<file path="src/rtl/seg7_pkg.sv">
// Shared types and constants for the two-road 7-segment scan controller.
// Optional build macro: SEG7_ZERO_BLANK_EN (see seg7_scan_ctrl).
package seg7_pkg;

  typedef enum logic [1:0] {
    S_IDLE,
    S_CONV,
    S_COMMIT
  } state_e;

  localparam logic [3:0] BLANK_BCD = 4'hF;
  localparam logic [6:0] SAT_MAX   = 7'd99;
  localparam logic [3:0] CONV_LEN  = 4'd10;

  function automatic logic [6:0] sat99(input logic [6:0] v);
    return (v > SAT_MAX) ? SAT_MAX : v;
  endfunction

endpackage

</file>
<file path="src/rtl/led7thanh_anode.sv">
// BCD to active-low abcdefg decoder; codes 10..15 drive all segments off.
module led7thanh_anode (
  input  logic [3:0] bcd_i,
  output logic [6:0] seg_o
);

  always_comb begin
    seg_o = 7'b111_1111;
    unique case (bcd_i)
      4'd0: seg_o = 7'b000_0001;
      4'd1: seg_o = 7'b100_1111;
      4'd2: seg_o = 7'b001_0010;
      4'd3: seg_o = 7'b000_0110;
      4'd4: seg_o = 7'b100_1100;
      4'd5: seg_o = 7'b010_0100;
      4'd6: seg_o = 7'b010_0000;
      4'd7: seg_o = 7'b000_1111;
      4'd8: seg_o = 7'b000_0000;
      4'd9: seg_o = 7'b000_0100;
      default: seg_o = 7'b111_1111;
    endcase
  end

endmodule

</file>
<file path="src/rtl/seg7_scan_ctrl.sv">
// Two-road countdown display: binary->BCD by repeated subtraction, 4-digit scan.
// Define SEG7_ZERO_BLANK_EN to blank tens digits that read 0.
module seg7_scan_ctrl
  import seg7_pkg::*;
#(
  parameter int SCAN_DIV  = 50000,
  parameter int BLANK_CYC = 500
) (
  input  logic       clk,
  input  logic       rst_n,
  input  logic       load,
  input  logic [6:0] val_a,
  input  logic [6:0] val_b,
  output logic       busy,
  output logic [6:0] seg,
  output logic [3:0] an
);

  localparam int PW = $clog2(SCAN_DIV);

  state_e     state_q, state_d;
  logic [3:0] cnt_q, cnt_d;
  logic [6:0] rem_a_q, rem_a_d, rem_b_q, rem_b_d;
  logic [3:0] ten_a_q, ten_a_d, ten_b_q, ten_b_d;
  logic [3:0] da_t_q, da_t_d, da_u_q, da_u_d;
  logic [3:0] db_t_q, db_t_d, db_u_q, db_u_d;

  logic [PW-1:0] presc_q;
  logic [1:0]    idx_q;
  logic [3:0]    bcd;
  logic          blank;

  always_ff @(posedge clk or negedge rst_n) begin
    if (!rst_n) begin
      state_q <= S_IDLE;
      cnt_q   <= '0;
      rem_a_q <= '0;
      rem_b_q <= '0;
      ten_a_q <= '0;
      ten_b_q <= '0;
      da_t_q  <= '0;
      da_u_q  <= '0;
      db_t_q  <= '0;
      db_u_q  <= '0;
    end else begin
      state_q <= state_d;
      cnt_q   <= cnt_d;
      rem_a_q <= rem_a_d;
      rem_b_q <= rem_b_d;
      ten_a_q <= ten_a_d;
      ten_b_q <= ten_b_d;
      da_t_q  <= da_t_d;
      da_u_q  <= da_u_d;
      db_t_q  <= db_t_d;
      db_u_q  <= db_u_d;
    end
  end

  // A new load always wins, restarting any conversion in flight.
  always_comb begin
    state_d = state_q;
    cnt_d   = cnt_q;
    rem_a_d = rem_a_q;
    rem_b_d = rem_b_q;
    ten_a_d = ten_a_q;
    ten_b_d = ten_b_q;
    da_t_d  = da_t_q;
    da_u_d  = da_u_q;
    db_t_d  = db_t_q;
    db_u_d  = db_u_q;
    if (load) begin
      state_d = S_CONV;
      cnt_d   = '0;
      rem_a_d = sat99(val_a);
      rem_b_d = sat99(val_b);
      ten_a_d = '0;
      ten_b_d = '0;
    end else begin
      unique case (state_q)
        S_CONV: begin
          if (rem_a_q >= 7'd10) begin
            rem_a_d = rem_a_q - 7'd10;
            ten_a_d = ten_a_q + 4'd1;
          end
          if (rem_b_q >= 7'd10) begin
            rem_b_d = rem_b_q - 7'd10;
            ten_b_d = ten_b_q + 4'd1;
          end
          cnt_d = cnt_q + 4'd1;
          if (cnt_q == CONV_LEN - 4'd1) state_d = S_COMMIT;
        end
        S_COMMIT: begin
          da_t_d  = ten_a_q;
          da_u_d  = rem_a_q[3:0];
          db_t_d  = ten_b_q;
          db_u_d  = rem_b_q[3:0];
          state_d = S_IDLE;
        end
        default: ;
      endcase
    end
  end

  assign busy = (state_q != S_IDLE);

  always_ff @(posedge clk or negedge rst_n) begin
    if (!rst_n) begin
      presc_q <= '0;
      idx_q   <= '0;
    end else if (presc_q == PW'(SCAN_DIV - 1)) begin
      presc_q <= '0;
      idx_q   <= idx_q + 2'd1;
    end else begin
      presc_q <= presc_q + 1'b1;
    end
  end

  // Written as p+1 <= N so BLANK_CYC=0 does not become an unsigned < 0 test.
  assign blank = (32'(presc_q) + 32'd1) <= 32'(BLANK_CYC);

  always_comb begin
    an = 4'b1111;
    if (!blank) an = ~(4'b0001 << idx_q);
  end

  always_comb begin
    bcd = da_u_q;
    unique case (idx_q)
      2'd0: bcd = da_u_q;
      2'd1: bcd = da_t_q;
      2'd2: bcd = db_u_q;
      2'd3: bcd = db_t_q;
      default: bcd = da_u_q;
    endcase
`ifdef SEG7_ZERO_BLANK_EN
    if (idx_q[0] && (bcd == 4'd0)) bcd = BLANK_BCD;
`endif
  end

  led7thanh_anode u_dec (
    .bcd_i(bcd),
    .seg_o(seg)
  );

endmodule

</file>
<file path="config.mk">
export PLATFORM = sky130hd
export DESIGN_NAME = seg7_scan_ctrl
export DESIGN_NICKNAME = d
export VERILOG_FILES = /design/src/rtl/seg7_pkg.sv /design/src/rtl/led7thanh_anode.sv /design/src/rtl/seg7_scan_ctrl.sv
export SDC_FILE = /design/constraint.sdc
export NUM_CORES = 1
export LEC_CHECK = 0
export ABC_CLOCK_PERIOD_IN_PS = 2700
export BUFFER_PORTS_ARGS = -buffer_cell sky130_fd_sc_hd__buf_2
export CAP_MARGIN = 0
export CORE_AREA = 2 2 81 83
export CTS_BUF_LIST = sky130_fd_sc_hd__clkbuf_8
export DETAILED_ROUTE_END_ITERATION = 6
export DIE_AREA = 0 0 83 85
export GPL_ROUTABILITY_DRIVEN = 0
export GPL_TIMING_DRIVEN = 1
export PLACE_DENSITY = 0.81
export SLEW_MARGIN = 20
export SYNTH_ARGS = -nofsm -noshare
export SYNTH_HDL_FRONTEND = slang
export SYNTH_HIERARCHICAL = 1
export SYNTH_SLANG_ARGS = --single-unit
</file>
<file path="constraint.sdc">
create_clock -name clk -period 2.7 [get_ports clk]
set_input_delay 0.54 -clock clk [delete_from_list [all_inputs] [get_ports clk]]
set_output_delay 0.54 -clock clk [all_outputs]
set_load 0.03 [all_outputs]
</file>
==> results of run 1 <==
registers in the layout (all words and copies together), names as in the netlist:
register and cells:
ten_b_q 4, ten_a_q 4, rem_b_q 7, presc_q 16, state_q 2, cnt_q 4
rem_a_q 7, db_u_q 4, da_u_q 4, idx_q 2, da_t_q 4, db_t_q 4
cell usage in the layout (no fill, tap or decap), types with 4 or more instances in the layout:
cell / n
nor4_2: 4
o21ai_1: 14
xor2_1: 8
nor2b_1: 4
buf_2: 19
nand2b_1: 5
dfrtp_1: 58
nor3_1: 8
mux2_2: 12
nor2_1: 37
nand3_1: 12
inv_1: 20
xnor2_1: 15
ha_1: 12
mux2i_1: 4
clkbuf_8: 11
buf_4: 23
a211oi_1: 4
nor4_1: 4
a222oi_1: 4
nand2_1: 26
dfrtp_2: 4
a21oi_1: 12
o21ai_0: 18
nand4_1: 4
worst max-delay path: stages, from the launching register on:
cell and delay (ps):
dfrtp_1 390, inv_2 80, ha_4 180, a222oi_1 380, mux2i_1 150, buf_4 180, or2b_1 280, a21oi_2 180
nor2_1 60, buf_2 170
power breakdown:
group	switching (uW)	total, uW	internal [uW]	leakage (uW)
registers	82.9	1080	995	0.000780
logic	167	299	132	0.00101
clock network	362	924	562	0.000115
total	612	2300	1690	0.00191
through the flow:
step	instances	TNS [ps]	worst slack [ps]	power [uW]	utilization, %
after global placement	473	0	95.76	1367	62.45
after floorplan	374	-10.49	-10.49	1288	-
after detailed placement	473	-14.33	-14.33	1385	62.45
after CTS	491	-1787	-222.0	2306	67.70
after global routing	491	-3095	-391.5	2411	68.32
final	491	-1597	-233.8	2301	68.32
final cells by class:
| type | count | area [sq um] |
|---|---|---|
| sequential | 62 | 1556 |
| multi-input combinational | 271 | 1983 |
| clock inverter | 4 | 70.07 |
| fill | 441 | 1966 |
| timing repair buffer | 44 | 299.0 |
| tap | 77 | 96.34 |
| inverter | 22 | 82.58 |
| clock buffer | 11 | 151.4 |
timing repair:
item	4_1_cts	5_1_grt
hold endpoints to repair	0	0
gates resized for setup	24	9
pin swaps	5	5
setup endpoints to repair	11	11
buffers inserted	3	0
worst min-delay path by stage:
stage                          startpoint                      to  slack [ps]  depth (start not counted)
finish                              rst_n  rem_a_q[5]$_DFFE_PN0P_         200                          1
CTS                                 rst_n  rem_a_q[5]$_DFFE_PN0P_         230                          1
global route                        rst_n  rem_a_q[5]$_DFFE_PN0P_         230                          1
detailed placement  db_t_q[3]$_DFFE_PN0P_   db_t_q[3]$_DFFE_PN0P_         500                          1
global placement    db_t_q[2]$_DFFE_PN0P_   db_t_q[2]$_DFFE_PN0P_         490                          1
floorplan                           rst_n    cnt_q[0]$_DFFE_PN0P_         240                          0
cell families after synthesis:
kind of cell / share of synthesized area [%]
AOI/OAI and AO/OA: 14.78
xor gates and xnor gates: 5.571
adders and majority gates: 5.882
buffers and inverters: 5.017
DFF: 42.91
muxes: 5.675
and+or+nand+nor: 20.17
routing by layer:
layer  vias to the layer above  global-route usage [%]  wire, microns
met5                         -                       0              0
met4                         0                   9.389            140
met3                        13                   4.280            282
met2                        69                   35.56           3555
met1                      1382                   31.74           3625
li1                       1399                       -              -
==> flow_metrics.env, run 1 <==
export IMPL_synth_commonest_cells="62 x dfrtp_1, 37 x nor2_1, 26 x nand2_1"
export IMPL_status="finished, violations left"
export IMPL_root_buffer="clkbuf_8"
export IMPL_num_io_pins=29
export IMPL_rows=29
export IMPL_detail_route_wl_per_cell_microns=15.48
export IMPL_ys_flop_type="dfrtp_1"
export IMPL_detail_route_antenna_nets=0
export IMPL_worstPathRequired_ps=2160
export IMPL_path_clk_slew_ps=70
export IMPL_die_y_microns=85
export IMPL_yosysTopAreaCellShare_pct=42.91
export IMPL_drtPass1Iterations=4
export IMPL_portBuffers=28
export IMPL_ys_warn_count=6
export IMPL_slew_viol_final=0
export IMPL_post_route_period_util_pct=108.7
export IMPL_period_minus_slack_ps=2934
export IMPL_p_leak_uw=0.001910
export IMPL_fin_area_sq_um=4239
export IMPL_fp_dieW_microns=83
export IMPL_holdCritPathClass="in -> async"
export IMPL_clkLatencyLatePin_ps=340
export IMPL_antenna_found_initial=0
export IMPL_hold_viol=0
export IMPL_grt_setup_unrepaired="yes"
export IMPL_synth_area_leaders="dfrtp_1 43%, ha_1 5.9%, nor2_1 3.8%, mux2_2 3.7%, xnor2_1 3.6%"
export IMPL_cp_max_fo=5
export IMPL_clock_sinks=62
export IMPL_grt_usage_pct=22.83
export IMPL_yosys_cell_count_top_type="dfrtp_1"
export IMPL_syn_avg_cell_area_sq_um=9.668
export IMPL_timing_rr_start="state_q[0]$_DFFE_PN0P_"
export IMPL_grt_pass1_wl_microns=13040
export IMPL_hold_ws_ps=202.2
export IMPL_ir_drop_uv=380.0
export IMPL_worstSetupStartpointType="register"
export IMPL_drv_cap=0
export IMPL_r2r_end="rem_b_q[1]$_DFFE_PN0P_"
export IMPL_start_util_pct=58.28
export IMPL_async_reset_ff_share_pct=100.0
export IMPL_h_tree_depth=3
export IMPL_netlist_area_sq_um=3616
export IMPL_r2r_cells=5
export IMPL_placed_cell_area_sq_um=3875
export IMPL_cts_hold_buffers=0
export IMPL_setup_violations=11
export IMPL_violations="negative setup slack"
export IMPL_syn_num_nets=408
export IMPL_final_net_count=444
export IMPL_cts_inserted_buffers=9
export IMPL_r2r_setup_slack_ps=820
export IMPL_core_sq_um=6205
export IMPL_fin_skew_ps=8.966
export IMPL_worst_pin_slew_ps=619.8
export IMPL_synth_distinct_cells=58
export IMPL_cp_end_kind="output pin"
export IMPL_seq_area_frac_synth_pct=42.91
export IMPL_grt_start_max_net_pins=37
export IMPL_ys_ff_latch=62
export IMPL_cp_startpoint="idx_q[1]$_DFFE_PN0N_"
export IMPL_die_area_sq_um=7055
export IMPL_wirelength_microns=7603
export IMPL_worstSetupPathType="reg -> out"
export IMPL_cp_arrival_ps=2390
export IMPL_drt_initial_drc_count=245
export IMPL_yosys_area_top_type="dfrtp_1"
export IMPL_dr_total_vias=2863
export IMPL_slew_headroom_pct=58.68
export IMPL_drive_gt1_share_pct=26.09
export IMPL_netlist_instances=374
export IMPL_max_freq_mhz=340.9
export IMPL_cts_tree="done"
export IMPL_area_growth_pct=17.23
export IMPL_grt_pass1_vias=2776
export IMPL_dp_final_hpwl_microns=5216
export IMPL_clock_path_buffers=2
export IMPL_synth_edf_count=0
export IMPL_diodes=0
export IMPL_drc=0
export IMPL_endpoint="seg[6]"
export IMPL_fin_ws_ps=-233.8
export IMPL_cellPowerDensity_nw_per_um2=542.8
export IMPL_via_per_inst=5.831
export IMPL_overflow=0
Note: power is estimated with default switching activity, not from simulation.
==> inputs of run 2 (changes only) <==
--- a/config.mk
+++ b/config.mk
@@ -8,15 +8,14 @@
 export ABC_CLOCK_PERIOD_IN_PS = 2700
 export BUFFER_PORTS_ARGS = -buffer_cell sky130_fd_sc_hd__buf_2
 export CAP_MARGIN = 0
-export CORE_AREA = 2 2 81 83
+export CORE_AREA = 2 2 87 89
 export CTS_BUF_LIST = sky130_fd_sc_hd__clkbuf_8
 export DETAILED_ROUTE_END_ITERATION = 6
-export DIE_AREA = 0 0 83 85
+export DIE_AREA = 0 0 89 91
 export GPL_ROUTABILITY_DRIVEN = 0
 export GPL_TIMING_DRIVEN = 1
-export PLACE_DENSITY = 0.81
+export PLACE_DENSITY = 0.73
 export SLEW_MARGIN = 20
 export SYNTH_ARGS = -nofsm -noshare
 export SYNTH_HDL_FRONTEND = slang
-export SYNTH_HIERARCHICAL = 1
 export SYNTH_SLANG_ARGS = --single-unit
==> flow_metrics.env, run 2 <==
export IMPL_timing_rr_start="presc_q[4]$_DFF_PN0_"
export IMPL_worstSetupPathType="reg -> out"
export IMPL_worstSetupStartpointType="register"
export IMPL_dr_total_vias=2772
export IMPL_grt_setup_unrepaired="yes"
export IMPL_yosys_area_share_simple_pct=16.88
export IMPL_cts_hold_buffers=0
export IMPL_synth_distinct_cells=64
export IMPL_yosysTopAreaCellShare_pct=42.45
export IMPL_fin_area_sq_um=4466
export IMPL_switchingPower_uw=767.0
export IMPL_detail_route_wl_per_cell_microns=14.55
export IMPL_cp_end_kind="output pin"
export IMPL_async_reset_ff_share_pct=100.0
export IMPL_clock_sinks=62
export IMPL_die_area_sq_um=8099
export IMPL_dp_final_hpwl_microns=5013
export IMPL_slew_headroom_pct=49.48
export IMPL_worstPathRequired_ps=2160
export IMPL_violations="negative setup slack"
export IMPL_largest_register_ffs=16
export IMPL_portBuffers=28
export IMPL_cts_tree="done"
export IMPL_hold_viol=0
export IMPL_cp_arrival_ps=2480
export IMPL_fin_skew_ps=7.698
export IMPL_clkLatencyLatePin_ps=340
export IMPL_drc=0
export IMPL_ir_drop_uv=394.4
export IMPL_cp_startpoint="idx_q[1]$_DFFE_PN0N_"
export IMPL_cts_inserted_buffers=9
export IMPL_synth_adder_area_share_pct=6.162
export IMPL_wirelength_microns=7404
export IMPL_regMostFlops="presc_q"
export IMPL_start_util_pct=51.21
export IMPL_synth_xor_area_share_pct=7.669
export IMPL_fp_dieW_microns=89
export IMPL_h_tree_depth=3
export IMPL_synth_commonest_cells="62 x dfrtp_1, 25 x nor2_1, 23 x nand2_1"
export IMPL_setup_violations=7
export IMPL_p_leak_uw=0.002026
export IMPL_drt_initial_drc_count=147
export IMPL_fin_ws_ps=-319.3
export IMPL_yosys_cell_count_top_type="dfrtp_1"
export IMPL_detail_route_antenna_nets=0
export IMPL_intPower_uw=1847
export IMPL_grt_usage_pct=19.56
export IMPL_antenna_found_initial=0
export IMPL_layout_common_cells="58 x dfrtp_1, 28 x buf_4, 23 x nand2_1, 23 x nor2_1, 21 x xnor2_1"
export IMPL_root_buffer="clkbuf_8"
export IMPL_pwr_share_seq_pct=44.1
export IMPL_top_regs="presc_q: 16 flops, rem_a_q: 7 flops, rem_b_q: 7 flops"
export IMPL_worst_pin_slew_ps=753.7
export IMPL_p_total_uw=2614
export IMPL_grt_pass1_vias=2638
export IMPL_muxShareOfSynthArea_pct=8.011
export IMPL_r2r_cells=5
export IMPL_final_common_cell="dfrtp_1"
export IMPL_synth_area_leaders="dfrtp_1 42%, ha_1 6.2%, mux2_2 5.5%, xnor2_1 5.0%, xor2_1 2.6%"
export IMPL_status="finished, violations left"
export IMPL_netlist_instances=354
export IMPL_r2r_end="presc_q[9]$_DFF_PN0_"
export IMPL_via_per_inst=5.446
export IMPL_power_share_combinational_pct=21.2
export IMPL_placed_cell_area_sq_um=3924
export IMPL_final_net_count=440
export IMPL_drv_cap=0
export IMPL_sw_frac_of_total_pct=29.34
export IMPL_core_sq_um=7137
export IMPL_synth_edf_count=0
export IMPL_grt_start_max_net_pins=37
export IMPL_seq_area_frac_synth_pct=42.45
export IMPL_r2r_setup_slack_ps=770
export IMPL_grt_pass1_wl_microns=12380
export IMPL_tns_ps=-2026
export IMPL_syn_num_nets=389
export IMPL_synth_top_family_by_area="simple AND/OR/NAND/NOR gates"
export IMPL_clock_path_buffers=2
export IMPL_yosys_area_top_type="dfrtp_1"
export IMPL_cellPowerDensity_nw_per_um2=585.4
export IMPL_pwr_share_clk_pct=34.7
export IMPL_path_clk_slew_ps=70
export IMPL_ys_warn_count=0
export IMPL_ys_ff_latch=62
export IMPL_rows=31
export IMPL_overflow=0
export IMPL_slew_viol_final=0
export IMPL_drtPass1Iterations=4
export IMPL_ys_flop_type="dfrtp_1"
export IMPL_syn_avg_cell_area_sq_um=10.32
export IMPL_max_freq_mhz=331.2
export IMPL_die_y_microns=91
export IMPL_diodes=0
export IMPL_endpoint="seg[0]"
export IMPL_period_minus_slack_ps=3019
export IMPL_synth_compound_area_share_pct=14.10
export IMPL_netlist_area_sq_um=3655
export IMPL_cp_max_fo=8
export IMPL_post_route_period_util_pct=111.8
export IMPL_num_io_pins=29
export IMPL_holdCritPathClass="in -> async"
export IMPL_drive_gt1_share_pct=34.15
export IMPL_area_growth_pct=22.18
==> run 2: cell types whose count changed after synthesis, moves of 4 or more <==
| cell | change |
|---|---|
| nor2_1 | -12 |
| a211oi_1 | +6 |
| a21oi_1 | -5 |
| mux2_2 | +6 |
| clkbuf_1 | -4 |
| xnor2_1 | +6 |
| inv_1 | -4 |
| o21ai_0 | -9 |
==> run 2: timing repair <==
action	4_1_cts	5_1_grt
setup buffers	9	9
gates resized for setup	35	17
endpoints found under the setup margin	11	11
pin swaps	6	15
==> run 2: cell families (layout without fill, tap and decap cells) <==
logic type               count (synthesis)  after routing
multiplexers                            26             26
adder cells (fa/ha/maj)                 18             18
AO/OA/AOI/OAI                           71             71
buffers and inverters                   36             92
XOR/XNOR                                32             32
flip-flops                              62             62
AND/OR/NAND/NOR                        109            109
==> run 2: stage by stage <==
stage          hold WS, ps  util [%]  instances  setup slack (ps)
6_report             205.3     62.57        509            -319.3
4_1_cts              217.5     60.55        500            -212.2
3_5_place_dp         502.5     54.98        475            -23.06
5_1_grt              251.8     62.57        509            -461.9
2_1_floorplan        244.4         -        354             15.67
3_3_place_gp         503.8     54.98        475             92.67
==> run 2: final cells by class <==
cell class,count,area [sq um]
repair buffers,57,439.2
flip-flops and latches,62,1556
clock inverters,6,85.08
inverters,19,73.82
clock buffers,10,137.6
multi-input cells,256,2049
well taps,99,123.9
fillers,575,2671
==> run 2: metal layers <==
metal	routed length [microns]	part of all wire [%]	global-route usage (%)
met1	3511	47	27.36
met2	3558	48	29.91
met3	232	3.1	4.636
met4	102	1.4	6.343
met5	0	0	0
==> run 2: worst min path at each step <==
stage | to | slack (ps) | cells past startpoint
floorplan | cnt_q[0]$_DFFE_PN0P_ | 240 | 0
global placement | db_u_q[1]$_DFFE_PN0P_ | 500 | 1
detailed placement | db_u_q[1]$_DFFE_PN0P_ | 500 | 1
CTS | rem_b_q[4]$_DFFE_PN0P_ | 220 | 1
global route | da_t_q[3]$_DFFE_PN0P_ | 250 | 1
finish | rem_b_q[4]$_DFFE_PN0P_ | 210 | 1
==> run 2: critical path, cell delays in order, from the launching register on <==
cell and delay, ps:
dfrtp_1 460, ha_4 210, buf_6 110, a222oi_1 480
mux2i_4 210, or2_4 320, nor2_4 140, a21oi_2 50
buf_6 140
==> run 2: power by group through the flow <==
| stage | registers [uW] | clock network (uW) | logic, uW |
|---|---|---|---|
| 6_report | 1150 | 906 | 554 |
| 5_1_grt | 1170 | 978 | 625 |
| 4_1_cts | 1150 | 928 | 560 |
| 3_5_place_dp | 1170 | 0 | 555 |
| 3_3_place_gp | 1170 | 0 | 530 |
| 2_1_floorplan | 1140 | 0 | 444 |
